<file path="src/rtl/ppg_cal_pkg.sv">
// Shared widths, default tuning constants, FSM state type and window helper
// for the PPG auto-calibration controller.
package ppg_cal_pkg;

  localparam int VPPG_W = 8;
  localparam int DC_W   = 7;
  localparam int PGA_W  = 4;
  localparam int BIT_W  = 3;
  localparam int CNT_W  = 16;

  localparam int DEF_WIN_SAMPLES    = 16;
  localparam int DEF_SETTLE_SAMPLES = 2;
  localparam int DEF_MID_TARGET     = 128;
  localparam int DEF_CLIP_HI        = 240;
  localparam int DEF_CLIP_LO        = 15;

  localparam logic [DC_W-1:0]  DC_START  = 7'h40;
  localparam logic [BIT_W-1:0] BIT_START = 3'd6;

  typedef enum logic [1:0] {
    IDLE      = 2'd0,
    DC_SAR    = 2'd1,
    GAIN_RAMP = 2'd2,
    DONE      = 2'd3
  } cal_state_e;

  // Window midpoint; the sum needs one extra bit so 255+255 does not wrap.
  function automatic logic [VPPG_W:0] window_mid(input logic [VPPG_W-1:0] mn,
                                                 input logic [VPPG_W-1:0] mx);
    logic [VPPG_W:0] sum;
    sum = {1'b0, mx} + {1'b0, mn};
    return sum >> 1;
  endfunction

endpackage

</file>
<file path="src/rtl/ppg_window_stats.sv">
// Measurement window: discards settle strobes after each restart, then tracks
// min/max over a fixed number of strobes and pulses win_done_o once.
module ppg_window_stats
  import ppg_cal_pkg::*;
#(
  parameter int WIN_SAMPLES    = DEF_WIN_SAMPLES,
  parameter int SETTLE_SAMPLES = DEF_SETTLE_SAMPLES
) (
  input  logic              clk,
  input  logic              rst_n,
  input  logic              win_restart_i,
  input  logic              sample_en_i,
  input  logic [VPPG_W-1:0] vppg_i,
  output logic              win_done_o,
  output logic [VPPG_W-1:0] win_min_o,
  output logic [VPPG_W-1:0] win_max_o
);

  localparam logic [CNT_W-1:0] SETTLE_LIM = CNT_W'(SETTLE_SAMPLES);
  localparam logic [CNT_W-1:0] WIN_LAST   = CNT_W'(WIN_SAMPLES - 1);

  logic [CNT_W-1:0]  settle_q, settle_d;
  logic [CNT_W-1:0]  count_q, count_d;
  logic [VPPG_W-1:0] min_q, min_d;
  logic [VPPG_W-1:0] max_q, max_d;
  logic              done_q, done_d;
  logic              take;

  // Strobes arriving while the finished window waits for its restart are dropped.
  assign take = sample_en_i && !done_q;

  always_ff @(posedge clk or negedge rst_n) begin
    if (!rst_n) begin
      settle_q <= '0;
      count_q  <= '0;
      min_q    <= '1;
      max_q    <= '0;
      done_q   <= 1'b0;
    end else begin
      settle_q <= settle_d;
      count_q  <= count_d;
      min_q    <= min_d;
      max_q    <= max_d;
      done_q   <= done_d;
    end
  end

  // min starts at all-ones and max at zero so the first kept sample sets both.
  always_comb begin
    settle_d = settle_q;
    count_d  = count_q;
    min_d    = min_q;
    max_d    = max_q;
    done_d   = 1'b0;
    if (win_restart_i) begin
      settle_d = '0;
      count_d  = '0;
      min_d    = '1;
      max_d    = '0;
    end else if (take) begin
      if (settle_q < SETTLE_LIM) begin
        settle_d = settle_q + 1'b1;
      end else begin
        if (vppg_i < min_q) min_d = vppg_i;
        if (vppg_i > max_q) max_d = vppg_i;
        if (count_q == WIN_LAST) begin
          count_d = '0;
          done_d  = 1'b1;
        end else begin
          count_d = count_q + 1'b1;
        end
      end
    end
  end

  assign win_done_o = done_q;
  assign win_min_o  = min_q;
  assign win_max_o  = max_q;

endmodule

</file>
<file path="src/rtl/ppg_autocal.sv">
// PPG front-end auto-calibration: successive approximation of the DC code,
// then a PGA gain ramp that backs off one step once the envelope clips.
module ppg_autocal
  import ppg_cal_pkg::*;
#(
  parameter int WIN_SAMPLES    = DEF_WIN_SAMPLES,
  parameter int SETTLE_SAMPLES = DEF_SETTLE_SAMPLES,
  parameter int MID_TARGET     = DEF_MID_TARGET,
  parameter int CLIP_HI        = DEF_CLIP_HI,
  parameter int CLIP_LO        = DEF_CLIP_LO
) (
  input  logic              clk,
  input  logic              rst_n,
  input  logic              start,
  input  logic              sample_valid,
  input  logic [VPPG_W-1:0] vppg,
  output logic [DC_W-1:0]   dc_comp,
  output logic [PGA_W-1:0]  pga_gain,
  output logic              busy,
  output logic              done,
  output logic              locked,
  output logic              error
);

  localparam logic [VPPG_W:0]   MID_V     = (VPPG_W+1)'(MID_TARGET);
  localparam logic [VPPG_W-1:0] CLIP_HI_V = VPPG_W'(CLIP_HI);
  localparam logic [VPPG_W-1:0] CLIP_LO_V = VPPG_W'(CLIP_LO);

  cal_state_e       state_q, state_d;
  logic [DC_W-1:0]  dc_q, dc_d;
  logic [PGA_W-1:0] gain_q, gain_d;
  logic [BIT_W-1:0] bit_q, bit_d;
  logic             locked_q, locked_d;
  logic             error_q, error_d;
  logic             done_q, done_d;

  logic              start_ok;
  logic              win_restart;
  logic              sample_en;
  logic              win_done;
  logic [VPPG_W-1:0] win_min;
  logic [VPPG_W-1:0] win_max;
  logic [VPPG_W:0]   win_mid;
  logic              win_clip;

  ppg_window_stats #(
    .WIN_SAMPLES    (WIN_SAMPLES),
    .SETTLE_SAMPLES (SETTLE_SAMPLES)
  ) u_stats (
    .clk           (clk),
    .rst_n         (rst_n),
    .win_restart_i (win_restart),
    .sample_en_i   (sample_en),
    .vppg_i        (vppg),
    .win_done_o    (win_done),
    .win_min_o     (win_min),
    .win_max_o     (win_max)
  );

  assign start_ok = start && (state_q == IDLE || state_q == DONE);
  assign win_mid  = window_mid(win_min, win_max);
  assign win_clip = (win_max > CLIP_HI_V) || (win_min < CLIP_LO_V);

  always_ff @(posedge clk or negedge rst_n) begin
    if (!rst_n) begin
      state_q  <= IDLE;
      dc_q     <= '0;
      gain_q   <= '0;
      bit_q    <= '0;
      locked_q <= 1'b0;
      error_q  <= 1'b0;
      done_q   <= 1'b0;
    end else begin
      state_q  <= state_d;
      dc_q     <= dc_d;
      gain_q   <= gain_d;
      bit_q    <= bit_d;
      locked_q <= locked_d;
      error_q  <= error_d;
      done_q   <= done_d;
    end
  end

  // The front end inverts: raising dc_comp lowers the signal, so a low
  // midpoint means the trial bit overshot and must be cleared.
  always_comb begin
    state_d  = state_q;
    dc_d     = dc_q;
    gain_d   = gain_q;
    bit_d    = bit_q;
    locked_d = locked_q;
    error_d  = error_q;
    done_d   = 1'b0;
    unique case (state_q)
      IDLE, DONE: begin
        if (start) begin
          state_d  = DC_SAR;
          dc_d     = DC_START;
          gain_d   = '0;
          bit_d    = BIT_START;
          locked_d = 1'b0;
          error_d  = 1'b0;
        end
      end
      DC_SAR: begin
        if (win_done) begin
          if (win_mid < MID_V) dc_d[bit_q] = 1'b0;
          if (bit_q != '0) begin
            dc_d[bit_q - 3'd1] = 1'b1;
            bit_d              = bit_q - 3'd1;
          end else begin
            state_d = GAIN_RAMP;
            gain_d  = '0;
          end
        end
      end
      GAIN_RAMP: begin
        if (win_done) begin
          if (win_clip) begin
            state_d = DONE;
            done_d  = 1'b1;
            if (gain_q == '0) begin
              error_d  = 1'b1;
              locked_d = 1'b0;
            end else begin
              gain_d   = gain_q - 1'b1;
              locked_d = 1'b1;
            end
          end else if (gain_q == '1) begin
            state_d  = DONE;
            done_d   = 1'b1;
            locked_d = 1'b1;
          end else begin
            gain_d = gain_q + 1'b1;
          end
        end
      end
      default: state_d = IDLE;
    endcase
  end

  // Every decision also restarts the window so settle discard follows each change.
  always_comb begin
    busy        = 1'b0;
    sample_en   = 1'b0;
    win_restart = start_ok || win_done;
    if (state_q == DC_SAR || state_q == GAIN_RAMP) begin
      busy      = 1'b1;
      sample_en = sample_valid;
    end
  end

  assign dc_comp  = dc_q;
  assign pga_gain = gain_q;
  assign done     = done_q;
  assign locked   = locked_q;
  assign error    = error_q;

endmodule

</file>
<file path="config.mk">
export PLATFORM = sky130hd
export DESIGN_NAME = ppg_autocal
export DESIGN_NICKNAME = d
export VERILOG_FILES = /design/src/rtl/ppg_cal_pkg.sv /design/src/rtl/ppg_window_stats.sv /design/src/rtl/ppg_autocal.sv
export SDC_FILE = /design/constraint.sdc
export NUM_CORES = 1
export LEC_CHECK = 0
export BUFFER_PORTS_ARGS = -buffer_cell sky130_fd_sc_hd__buf_2
export CAP_MARGIN = 40
export CORE_ASPECT_RATIO = 0.9
export CORE_MARGIN = 10
export CORE_UTILIZATION = 55
export CTS_BUF_LIST = sky130_fd_sc_hd__clkbuf_4 sky130_fd_sc_hd__clkbuf_8 sky130_fd_sc_hd__clkbuf_16
export CTS_CLUSTER_SIZE = 25
export DETAILED_ROUTE_END_ITERATION = 16
export PLACE_DENSITY = 0.87
export SYNTH_ARGS = -nofsm -noshare
export SYNTH_HDL_FRONTEND = slang
export SYNTH_SLANG_ARGS = --single-unit
export TNS_END_PERCENT = 50
</file>
<file path="constraint.sdc">
create_clock -name clk -period 2.5 [get_ports clk]
set_clock_uncertainty 0.1 [all_clocks]
set_input_delay 0.125 -clock clk [delete_from_list [all_inputs] [get_ports clk]]
set_output_delay 0.125 -clock clk [all_outputs]
set_load 0.01 [all_outputs]
</file>
Word level (Yosys, flattened, before mapping). Index checks and enable logic that the tools add are counted.

Bits in latches: 0. Memories: 0. Bits in read-only memories: 0. Logic and storage cells: 141. Output and inout port bits: 15. Input port bits: 12. Bits in writable memories: 0. Register bits: 68.

$lt $le $gt $ge: 10. Bitwise operators: 3. Reduce and logical (&&, ||, !) cells: 29. Add/subtract/negate cells: 6. Div/mod/pow operators: 0. Multiplexer cells: 65. Eq/ne operators: 16. Shifts and indexed selects: 0. $mul: 0.

Operators with widths (number): 2-to-1 mux 16 bit (7); 2-to-1 mux 8 bit (8); 2-to-1 mux 7 bit (6); adder 16 x 1 -> 16 bit, second input constant (2); 2-to-1 mux 4 bit (7); 2-to-1 mux 1 bit (20); equality test 16 x 4 -> 1 bit, second input constant (1); less-than comparator 16 x 2 -> 1 bit, second input constant (1); one-hot mux 7 bit (2 select lines) (1); 2-to-1 mux 2 bit (6); one-hot mux 4 bit (3 select lines) (1); nonzero test 2 bit (6); != test 2 bit, second input constant (5); AND reduction 5 bit (2); adder 8 x 8 -> 9 bit (1); 2-to-1 mux 3 bit (3); != test 3 bit, second input constant (3); AND reduction 3 bit (3); > comparator 8 bit (1); > comparator 8 bit, second input constant (1); less-than comparator 3 x 4 -> 1 bit, second input constant (2); less-than comparator 8 x 4 -> 1 bit, second input constant (1); less-than comparator 8 bit (1); less-than comparator 8 bit, second input constant (1); 25 further kinds (39).

Logic depth before layout (Yosys ltp). Gate-level depths: netlist of the first run.

Word-level depth: 13. Gate-level depth with buffers: 10. Depth with buffers taken out: 9.

Cells and area by module. From an unflattened synthesis of the first run, not the netlist that was laid out.

Cells, all modules: 429. Area total of the unflattened synthesis: 4115.2 um2.

By module, submodules not included: ppg_window_stats (instances 1, cells an instance 273, area each 2650.0 um2, sequential area each 1236.2 um2); ppg_autocal (instances 1, cells an instance 156, area each 1465.2 um2, sequential area each 475.5 um2).

Least setup slack after synthesis of the first run. No wires, ideal clock.

Kind: reg2reg. From: register u_stats.min_q[6], in the netlist u_stats.win_min_o[6]. To: register gain_q[3], in the netlist pga_gain[3]. Buffers on the path: 1. Arrival time: 2.278 ns. Cell stages (with the launch flop): 11. Period minus slack after synthesis: 2.482 ns. Slack: 0.018 ns. Library setup time: 0.104 ns. Required time: 2.296 ns. Path through: dfstp_2 > or4_1 > a41oi_2 > or2_1 > buf_4 > ha_1 > a21oi_1 > nand2_1 > nor3b_1 > a221o_1 > o311ai_1.

Cells in the longest elaborated chain, start to end: 5. Elaborated cells between the ends (all ways): 8. Classes of those cells: 1 x order compare; 2 x eq/ne; 3 x mux; 2 x reduce/logical.

RTL lines: start: declaration (line ppg_window_stats.sv:24) `logic [VPPG_W-1:0] min_q, min_d;`; start signal: assignment (line ppg_window_stats.sv:42) `min_q <= min_d;`; less-than comparator 8 x 4 -> 1 bit * (line ppg_autocal.sv:62) `assign win_clip = (win_max > CLIP_HI_V) || (win_min < CLIP_LO_V);`; logical OR 1 bit * (line ppg_autocal.sv:62); 2-to-1 mux 4 bit (line ppg_autocal.sv:119) `if (win_clip) begin`; 2-to-1 mux 4 bit (line ppg_autocal.sv:118) `if (win_done) begin`; one-hot mux 4 bit (3 select lines) (line ppg_autocal.sv:94) `unique case (state_q)`; end signal: assignment (line ppg_autocal.sv:76) `gain_q <= gain_d;`; end: declaration (line ppg_autocal.sv:31) `logic [PGA_W-1:0] gain_q, gain_d;`.

Every way passes the cells marked *; elsewhere a longest branch is shown, timed or not. The select of a mux whose other input is x is not followed. A chain may end at the register's enable or synchronous reset.

Final worst setup path of the first run. Ends and elaborated chain as after synthesis.

==> results of run 1 <==
cell usage in the layout (no fill, tap or decap), types with 3 or more instances in the layout:
master,Yosys,routed
or3_1,4,3
a22o_1,3,3
dfrtp_1,60,59
dlygate4sd3_1,0,9
and3_1,6,6
o31ai_1,4,4
mux2i_1,6,6
o22ai_1,3,3
a21oi_1,20,19
a311oi_1,4,4
and2_1,15,15
nor4_1,11,9
o32ai_1,8,8
ha_1,31,29
a31oi_1,6,6
o21ai_1,6,7
a22oi_1,3,3
nand2b_1,6,6
clkbuf_8,0,9
inv_1,36,36
clkinvlp_4,0,3
o21ai_0,17,16
nand4_1,7,7
nand3_1,12,11
nor3_1,10,10
dfstp_2,8,8
buf_2,3,26
nand2_1,28,27
o211ai_1,17,17
and4_1,3,3
nor2_1,29,28
buf_4,2,30
registers in the layout (all words and copies together), names as in the netlist:
name / count
u_stats.count_q: 16
locked: 1
u_stats.win_max_o: 8
error: 1
bit_q: 3
dc_comp: 7
u_stats.settle_q: 16
done: 1
state_q: 2
pga_gain: 4
u_stats.win_min_o: 8
u_stats.win_done_o: 1
area by class of cell:
type                    count  area (sq um)  area share
clock buffers               9           124      0.0259
clock inverters             7          75.1      0.0157
inverters                  37           139      0.0291
multi-input cells         296          2150       0.450
flip-flops and latches     68          1710       0.359
well taps                  93           116      0.0244
repair buffers             66           457      0.0956
layer usage:
| layer | track usage | wire (um) | vias up |
|---|---|---|---|
| li1 | - | - | 1665 |
| met1 | 0.222 | 4110 | 1745 |
| met2 | 0.302 | 5030 | 160 |
| met3 | 0.0460 | 724 | 27 |
| met4 | 0.0550 | 171 | 0 |
| met5 | 0 | 0 | - |
Yosys cell counts (3+ instances only):
master,n,area share
and2_1,15,0.024
nor3_1,10,0.013
and3_1,6,0.0095
o21ai_1,6,0.0076
a21oi_1,20,0.025
o22ai_1,3,0.0047
or3_1,4,0.0063
nor4_1,11,0.017
o31ai_1,4,0.0076
nand3_1,12,0.015
o21ai_0,17,0.021
o211ai_1,17,0.032
a22oi_1,3,0.0057
and4_1,3,0.0066
o32ai_1,8,0.018
buf_2,3,0.0038
dfstp_2,8,0.053
a22o_1,3,0.0066
a311oi_1,4,0.0088
ha_1,31,0.098
nor2_1,29,0.027
clkbuf_1,10,0.0095
dfrtp_1,60,0.38
nand2b_1,6,0.0095
mux2i_1,6,0.015
nand2_1,28,0.027
nand4_1,7,0.011
inv_1,36,0.034
a31oi_1,6,0.0095
power by group through the flow:
stage,Sequential [mW],Clock [mW],Combinational (mW)
floorplan,1.42,0,1.15
global placement,1.45,0,1.54
detailed placement,1.47,0,1.61
CTS,1.45,0.934,1.64
global route,1.48,0.988,1.94
finish,1.46,0.921,1.74
stage by stage:
step	hold WS [ns]	total power, mW
floorplan	-0.271	2.57
global placement	0.261	2.99
detailed placement	0.266	3.08
CTS	0.114	4.03
global route	0.150	4.41
finish	0.141	4.12
worst paths after layout:
path	from	endpoint	slack, ns
setup / recovery	u_stats.win_min_o[6]	pga_gain[3]	-0.02
hold / removal	start	locked	0.14
setup reg to reg	u_stats.win_min_o[6]	pga_gain[3]	-0.02
hold reg to reg	u_stats.settle_q[13]	u_stats.settle_q[13]	0.39
max in group asynchronous	rst_n	u_stats.win_max_o[0]	1.32
min in group asynchronous	rst_n	dc_comp[6]	0.39
worst register-to-register path: stages, from the launching register on:
cell and delay [ns]:
dfstp_2 0.38, or4_4 0.53, a41oi_2 0.22, or2_4 0.20, buf_6 0.11, ha_4 0.18, nand3_2 0.06, nand2_2 0.06
nor3b_4 0.15, a221o_1 0.36, o311ai_2 0.08
cells by family after synthesis:
group                    after synthesis  synth area share
multiplexers                           6            0.0151
flip-flops                            68             0.432
buffers and inverters                 53            0.0530
adder cells (fa/ha/maj)               32             0.103
XOR/XNOR                               3           0.00663
AND/OR/NAND/NOR                      140             0.182
AO/OA/AOI/OAI                        115             0.209
repair_timing:
| item | in CTS | in global routing |
|---|---|---|
| endpoints found under the hold margin | 73 | 0 |
| setup buffers | 4 | 4 |
| hold buffers | 9 | 0 |
| gates resized for setup | 3 | 19 |
| pin swaps | 1 | 7 |
| setup endpoints to repair | 6 | 14 |
==> impl_metrics.csv, run 1 <==
group,metric,value,unit
setup_path,worstPathArrival,2.68,ns
placement,dp_hpwl,6790,um
timing,finalCritPeriodShare,1.01,
placement,dpl_cell_area,0.00431,sq mm
cells_and_area,finalNetCount,522,
placement,gp_congestion,0.907,
outcome,violations,"setup timing",
placement,dp_slack,-0.0563,ns
synthesis,synth_area,0.00397,sq mm
global_route,track_usage,0.180,
cells_and_area,stdcell_area,0.00477,sq mm
detailed_routing,firstDrtPassIters,5,
min_path,hold_depth,3,
global_route,grt_pass1_wl,16200,um
synthesis,yosys_warnings,0,
detailed_routing,routed_via_density,6.24,
timing,slew_headroom,0.437,
setup_path,cp.buffers_inverters,1,
power,swShare,0.403,
placement,dp_cells,543,
synthesis,syn_area_per_cell,9.51,sq um
cells_and_area,drive_gt1_frac,0.215,
synthesis,synth_cells,417,
setup_path,cp.depth,10,
setup_path,cp.required,2.66,ns
setup_path,r2r_cells,10,
outcome,status,"finished, violations left",
clocking,clock_sinks,68,
floorplanning,die_height,101,um
timing,post-route-min-period,2.52,ns
floorplanning,start_util,0.563,
synthesis,ys_async_sr_fraction,1.00,
power,clkPwrFrac,0.223,
synthesis,synth-seq-cells,68,
clocking,cts_tree,"yes",
detailed_routing,routedWlPerCell,17.4,um
power,seq_power_share,0.355,
cells_and_area,n_antenna_cell,0,
timing,tightest_slew,0.844,ns
power,power.switching,1.66,mW
synthesis,syn_nets,461,
setup_path,cp_top_family,"simple AND/OR/NAND/NOR gates",
detailed_routing,route.vias.total,3597,
run,cap_violations,0,
power,p_leak,2.21,nW
clocking,clk_latency,0.35,ns
setup_path,crit_path_max_fanout,4,
timing,clock.fmax,397,MHz
detailed_routing,drt-total-wl,10000,um
setup_path,slowest_delay,0.53,ns
cells_and_area,fill_cells,507,
setup_path,crit_path_start_kind,"flop",
min_path,hp-class,"input port to flop",
timing,final.setup.tns,-0.0438,ns
floorplanning,core,0.00704,sq mm
floorplanning,rows,29,
clocking,cts_made_buffers,9,
global_route,overflow,0,
timing,hold_viol,0,
synthesis,synthFlopType,"dfrtp_1",
power,powerDensity,863,mW/mm^2
global_route,grt_pass1_vias,3518,
setup_path,path_cells,"or4_4 -> a41oi_2 -> or2_4 -> buf_6 -> ha_4 -> nand3_2 -> nand2_2 -> nor3b_4 -> a221o_1 -> o311ai_2",
global_route,grt_start_max_net_pins,69,
power,p_int,2.46,mW
timing,final_max_slew_viol_count,0,
setup_path,end_kind,"flop",
floorplanning,pin_count,27,
clocking,path_clk_slew,0.08,ns
cells_and_area,fin_util,0.678,
detailed_routing,drt-initial-drc-count,323,
cells_and_area,area_growth,20.4,%
timing,setup_ws,-0.0219,ns
detailed_routing,post-route-drc-count,0,
clocking,htree_levels,3,
global_route,antenna_found_initial,0,
placement,portBuffers,26,
setup_path,cp_slowest_cell,"or4_4",
power,ir_worst_vdd,407,uV
setup_path,path_class,"flop to flop",
cells_and_area,layout.cells.non_filler,576,
synthesis,synth.distinct_cells,60,
floorplanning,die_w,110,um
synthesis,synth_enable_flop_cells,0,
timing,finalSetupViolCount,3,
clocking,clockBufferDepth,2,
timing,grt_setup_unrepaired,"true",
synthesis,yosysSeqAreaShare,0.432,
power,comb_power_share,0.421,
clocking,cts-root-buf,"clkbuf_8",
floorplanning,die-area,0.0110,sq mm
detailed_routing,drtAntennaViolNets,0,
No activity file was read; power rests on OpenSTA's default activity.
==> inputs of run 2 (changes only) <==
--- a/config.mk
+++ b/config.mk
@@ -13,7 +13,7 @@
 export CTS_BUF_LIST = sky130_fd_sc_hd__clkbuf_4 sky130_fd_sc_hd__clkbuf_8 sky130_fd_sc_hd__clkbuf_16
 export CTS_CLUSTER_SIZE = 25
 export DETAILED_ROUTE_END_ITERATION = 16
-export PLACE_DENSITY = 0.87
+export PLACE_DENSITY = 0.84
 export SYNTH_ARGS = -nofsm -noshare
 export SYNTH_HDL_FRONTEND = slang
 export SYNTH_SLANG_ARGS = --single-unit
==> run 2 against run 1 <==
Effect of this change:
- the flow now finishes without violations
- register-to-register slack better by 0.05 ns
- hold slack got worse by 0.012 ns
- clock power down 1%
- sequential power hardly changed
- combinational power hardly changed
- fmax grew 2.1%
- largest power group unchanged
==> impl_metrics.csv, run 2 (same netlist as run 1, synthesis figures left out) <==
group,metric,value,unit
timing,grt_setup_unrepaired,"true",
detailed_routing,routedWlPerCell,17.1,um
setup_path,cp-startpoint,"u_stats.win_min_o[6]",
setup_path,cp.required,2.64,ns
detailed_routing,route.vias.total,3511,
timing,final.setup.tns,0,ns
setup_path,reg2reg_to,"pga_gain[3]",
floorplanning,pin_count,27,
cells_and_area,fill_cells,530,
cells_and_area,layout.cells.non_filler,572,
cells_and_area,stdcell_area,0.00473,sq mm
power,ir_worst_vdd,452,uV
placement,dp_cells,544,
timing,slew_headroom,0.561,
setup_path,r2r_cells,9,
floorplanning,die_w,110,um
placement,gp_congestion,0.912,
detailed_routing,routed_via_density,6.14,
detailed_routing,drt-initial-drc-count,293,
min_path,worstHoldStart,"start",
setup_path,crit_path_max_fanout,5,
setup_path,end_kind,"flop",
detailed_routing,post-route-drc-count,0,
placement,portBuffers,26,
clocking,clk_latency,0.36,ns
timing,hold_viol,0,
power,p_leak,2.18,nW
floorplanning,die-area,0.0110,sq mm
timing,finalSetupViolCount,0,
cells_and_area,layout_common_cells,"dfrtp_1, inv_1, ha_1",
setup_path,cp_slowest_cell,"or4_4",
clocking,cts-root-buf,"clkbuf_8",
timing,final_max_slew_viol_count,0,
clocking,clock_sinks,68,
clocking,path_clk_slew,0.08,ns
global_route,track_usage,0.184,
setup_path,worstPathArrival,2.61,ns
min_path,hp-class,"input port to flop",
min_path,hold_depth,4,
timing,post-route-min-period,2.47,ns
floorplanning,core,0.00704,sq mm
clocking,clockBufferDepth,2,
clocking,cts_made_buffers,9,
clocking,cts_tree,"yes",
setup_path,reg2reg_slack,0.03,ns
cells_and_area,area_growth,19.2,%
setup_path,r2r-start,"u_stats.win_min_o[6]",
min_path,hold_end,"error",
setup_path,crit_path_start_kind,"flop",
global_route,grt_pass1_vias,3491,
global_route,grt_start_max_net_pins,42,
setup_path,slowest_delay,0.52,ns
placement,dp_hpwl,6890,um
global_route,overflow,0,
cells_and_area,final_common_cell,"dfrtp_1",
clocking,htree_levels,3,
detailed_routing,firstDrtPassIters,5,
floorplanning,die_height,101,um
timing,finalCritPeriodShare,0.988,
run,cap_violations,0,
power,powerDensity,864,mW/mm^2
floorplanning,rows,29,
detailed_routing,drt-total-wl,9750,um
setup_path,cp.buffers_inverters,0,
timing,clock.fmax,405,MHz
cells_and_area,drive_gt1_frac,0.207,
cells_and_area,reg_top3,"u_stats.count_q (16), u_stats.settle_q (16)",
outcome,status,"finished clean",
setup_path,cp_top_family,"simple AND/OR/NAND/NOR gates",
global_route,antenna_found_initial,0,
detailed_routing,drtAntennaViolNets,0,
timing,tightest_slew,0.659,ns
cells_and_area,finalNetCount,518,
setup_path,path_cells,"or4_4 -> a41oi_2 -> or2_4 -> ha_4 -> a21oi_2 -> nand2_2 -> nor3b_4 -> a221o_1 -> o311ai_1",
cells_and_area,n_antenna_cell,0,
setup_path,path_class,"flop to flop",
floorplanning,start_util,0.563,
placement,dpl_cell_area,0.00433,sq mm
global_route,grt_pass1_wl,16500,um
## run 2: cell count changes in the layout (fill, tap and decap cells not counted), sizes merged
cell	previous run	this run
buf	57	53
clkbuf	9	10
clkinv	1	2
clkinvlp	3	2
inv	39	38
## run 2: cell type report
| class | instances | area (sq um) | area share |
|---|---|---|---|
| clock buffers | 10 | 131 | 0.0278 |
| clock inverters | 6 | 63.8 | 0.0135 |
| inverters | 37 | 139 | 0.0294 |
| multi-input cells | 296 | 2130 | 0.450 |
| flip-flops and latches | 68 | 1710 | 0.362 |
| well taps | 93 | 116 | 0.0246 |
| repair buffers | 62 | 439 | 0.0929 |
## run 2: worst reg2reg max path, stage by stage (launching register included)
cell	delay, ns
dfstp_2	0.37
or4_4	0.52
a41oi_2	0.19
or2_4	0.20
ha_4	0.22
a21oi_2	0.13
nand2_2	0.07
nor3b_4	0.15
a221o_1	0.33
o311ai_1	0.10
## run 2: metal layers
metal	part of all wire	track usage	vias to the layer above
met4	0.023	0.0760	0
met1	0.42	0.223	1694
met3	0.061	0.0448	24
li1	-	-	1657
met2	0.50	0.305	136
met5	0	0	-
## run 2: repair_timing
item / 4_1_cts / 5_1_grt
buffers inserted: 0 / 3
resized for setup: 1 / 16
endpoints found under the hold margin: 38 / 0
endpoints found under the setup margin: 1 / 16
hold buffers: 9 / 0
pin swaps: 1 / 6
## run 2: worst max path at each step
stage | slack, ns | cells past startpoint | to
after detailed placement | -0.07 | 9 | pga_gain[3]
after global routing | -0.09 | 5 | u_stats.count_q[11]
after global placement | 0.02 | 9 | pga_gain[3]
final | 0.03 | 9 | pga_gain[3]
after floorplan | 0.02 | 10 | pga_gain[3]
after CTS | 0.002 | 9 | pga_gain[3]
## run 2: through the flow
step / utilization / total power [mW] / setup slack [ns] / hold slack (ns)
after CTS: 0.656 / 4.01 / 0.00228 / 0.110
after global routing: 0.672 / 4.38 / -0.0858 / 0.175
after detailed placement: 0.616 / 3.09 / -0.0724 / 0.0839
after floorplan: - / 2.57 / 0.0182 / -0.271
after global placement: 0.616 / 2.99 / 0.0247 / 0.0734
final: 0.672 / 4.08 / 0.0304 / 0.129
## run 2: power breakdown
| part | internal [mW] | switching (mW) |
|---|---|---|
| sequential | 1.30 | 0.157 |
| combinational | 0.693 | 1.02 |
| clock | 0.472 | 0.441 |
==> inputs of run 3 (changes only) <==
--- a/config.mk
+++ b/config.mk
@@ -14,6 +14,7 @@
 export CTS_CLUSTER_SIZE = 25
 export DETAILED_ROUTE_END_ITERATION = 16
 export PLACE_DENSITY = 0.84
+export RECOVER_POWER = 50
 export SYNTH_ARGS = -nofsm -noshare
 export SYNTH_HDL_FRONTEND = slang
 export SYNTH_SLANG_ARGS = --single-unit
==> run 3 against run 2 <==
Effect of this change:
- the run now ends with capacitance limit, slew limit left
- worst setup slack better by 0.0021 ns
- first-iteration DRC count decreased by 2.0%
- global-route usage stayed put
- die area did not move
- wire length about the same
- register-to-register slack hardly changed
- cell area is 0.37% lower
- fmax about the same
- cell count did not move
- power increased by 0.13%
- non-clock buffer count did not move
==> impl_metrics.csv, run 3 (same netlist as run 1, synthesis figures left out) <==
group,metric,value,unit
setup_path,cp.required,2.64,ns
floorplanning,pin_count,27,
cells_and_area,final_common_cell,"dfrtp_1",
setup_path,end_kind,"flop",
timing,post-route-min-period,2.47,ns
floorplanning,die-area,0.0110,sq mm
cells_and_area,n_antenna_cell,0,
floorplanning,rows,29,
cells_and_area,area_growth,18.8,%
min_path,hp-class,"input port to flop",
cells_and_area,reg_top3,"u_stats.count_q (16), u_stats.settle_q (16)",
clocking,path_clk_slew,0.09,ns
clocking,cts_tree,"yes",
placement,gp_congestion,0.912,
timing,finalSetupViolCount,0,
clocking,htree_levels,3,
timing,finalCritPeriodShare,0.987,
placement,dp_slack,-0.0724,ns
global_route,grt_pass1_vias,3491,
outcome,violations,"capacitance limit, slew limit",
power,p_leak,2.13,nW
setup_path,crit_path_max_fanout,5,
cells_and_area,finalNetCount,518,
detailed_routing,post-route-drc-count,0,
detailed_routing,routedWlPerCell,17.1,um
clocking,clock_sinks,68,
power,totalPowerFinal,4.09,mW
clocking,cts-root-buf,"clkbuf_8",
timing,clock.fmax,405,MHz
global_route,antenna_found_initial,0,
timing,slew_headroom,-0.0470,
clocking,cts_made_buffers,9,
global_route,grt_pass1_wl,16500,um
global_route,overflow,0,
cells_and_area,layout_common_cells,"dfrtp_1, inv_1, ha_1",
placement,portBuffers,26,
setup_path,worstPathArrival,2.61,ns
detailed_routing,route.vias.total,3532,
power,powerDensity,868,mW/mm^2
setup_path,crit_path_start_kind,"flop",
timing,hold_viol,0,
clocking,clockBufferDepth,2,
run,cap_violations,1,
setup_path,path_class,"flop to flop",
detailed_routing,firstDrtPassIters,6,
timing,grt_setup_unrepaired,"true",
detailed_routing,drt-initial-drc-count,287,
detailed_routing,drtAntennaViolNets,0,
floorplanning,die_w,110,um
floorplanning,die_height,101,um
global_route,grt_start_max_net_pins,42,
clocking,clk_latency,0.35,ns
timing,final_max_slew_viol_count,28,
timing,tightest_slew,1.57,ns
detailed_routing,drt-total-wl,9760,um
cells_and_area,drive_gt1_frac,0.177,
detailed_routing,routed_via_density,6.17,
floorplanning,core,0.00704,sq mm
placement,dp_hpwl,6890,um
global_route,track_usage,0.184,
timing,setup_ws,0.0325,ns
power,ir_worst_vdd,453,uV
outcome,status,"finished, violations left",
floorplanning,start_util,0.563,
run 3: changes by cell type in the layout (fill, tap and decap cells not counted), sizes merged:
cell / delta
buf: -14
clkbuf: +14
run 3: cell type report:
type                            instances  area [sq um]
Inverter                               37           139
Multi-Input combinational cell        296          2130
Clock buffer                           10           131
Timing Repair Buffer                   62           422
Tap cell                               93           116
Fill cell                             539          2330
Sequential cell                        68          1710
Clock inverter                          6          63.8
run 3: routing by layer:
| layer | part of all wire | vias to the layer above | global-route usage | wire (um) |
|---|---|---|---|---|
| li1 | - | 1657 | - | - |
| met1 | 0.42 | 1708 | 0.223 | 4080 |
| met2 | 0.49 | 137 | 0.305 | 4830 |
| met3 | 0.060 | 30 | 0.0448 | 588 |
| met4 | 0.027 | 0 | 0.0760 | 265 |
| met5 | 0 | - | 0 | 0 |
run 3: worst paths after layout:
check / startpoint / endpoint / slack [ns] / cells past startpoint
worst max-delay path: u_stats.win_min_o[6] / pga_gain[3] / 0.03 / 9
worst min-delay path: start / error / 0.13 / 4
worst max register to register: u_stats.win_min_o[6] / pga_gain[3] / 0.03 / 9
worst min register to register: u_stats.settle_q[11] / u_stats.settle_q[11] / 0.39 / 1
max in group asynchronous: rst_n / u_stats.win_min_o[3] / 0.71 / 3
min in group asynchronous: rst_n / error / 0.60 / 2
run 3: report_power, final:
part           leakage [nW]  internal [mW]  total, mW  switching, mW
combinational          1.13          0.691       1.72           1.03
sequential            0.899           1.30       1.45          0.157
clock                0.0961          0.472      0.915          0.443
total                  2.13           2.46       4.09           1.63
run 3: timing repair:
item                                   in CTS  in global routing
hold buffers                                9                  0
endpoints found under the hold margin      38                  0
cloned                                      0                  0
pin swaps                                   1                  6
setup buffers                               0                  3
resized for setup                           1                 16
setup endpoints to repair                   1                 16
run 3: critical path, stage by stage (launching register included):
cell and delay, ns:
dfstp_2 0.37, or4_4 0.52, a41oi_2 0.19, or2_4 0.20, ha_4 0.22, a21oi_2 0.13
nand2_2 0.07, nor3b_4 0.15, a221o_1 0.33, o311ai_1 0.10
run 3: metrics by stage:
stage | setup TNS (ns) | cells | utilization | hold slack, ns | instance area [sq um]
after CTS | 0 | 569 | 0.656 | 0.110 | 4620
after global routing | -0.422 | 572 | 0.669 | 0.175 | 4710
after floorplan | 0 | 417 | - | -0.271 | 3970
after global placement | 0 | 544 | 0.616 | 0.0734 | 4330
final | 0 | 572 | 0.669 | 0.129 | 4710
after detailed placement | -0.0724 | 544 | 0.616 | 0.0839 | 4330
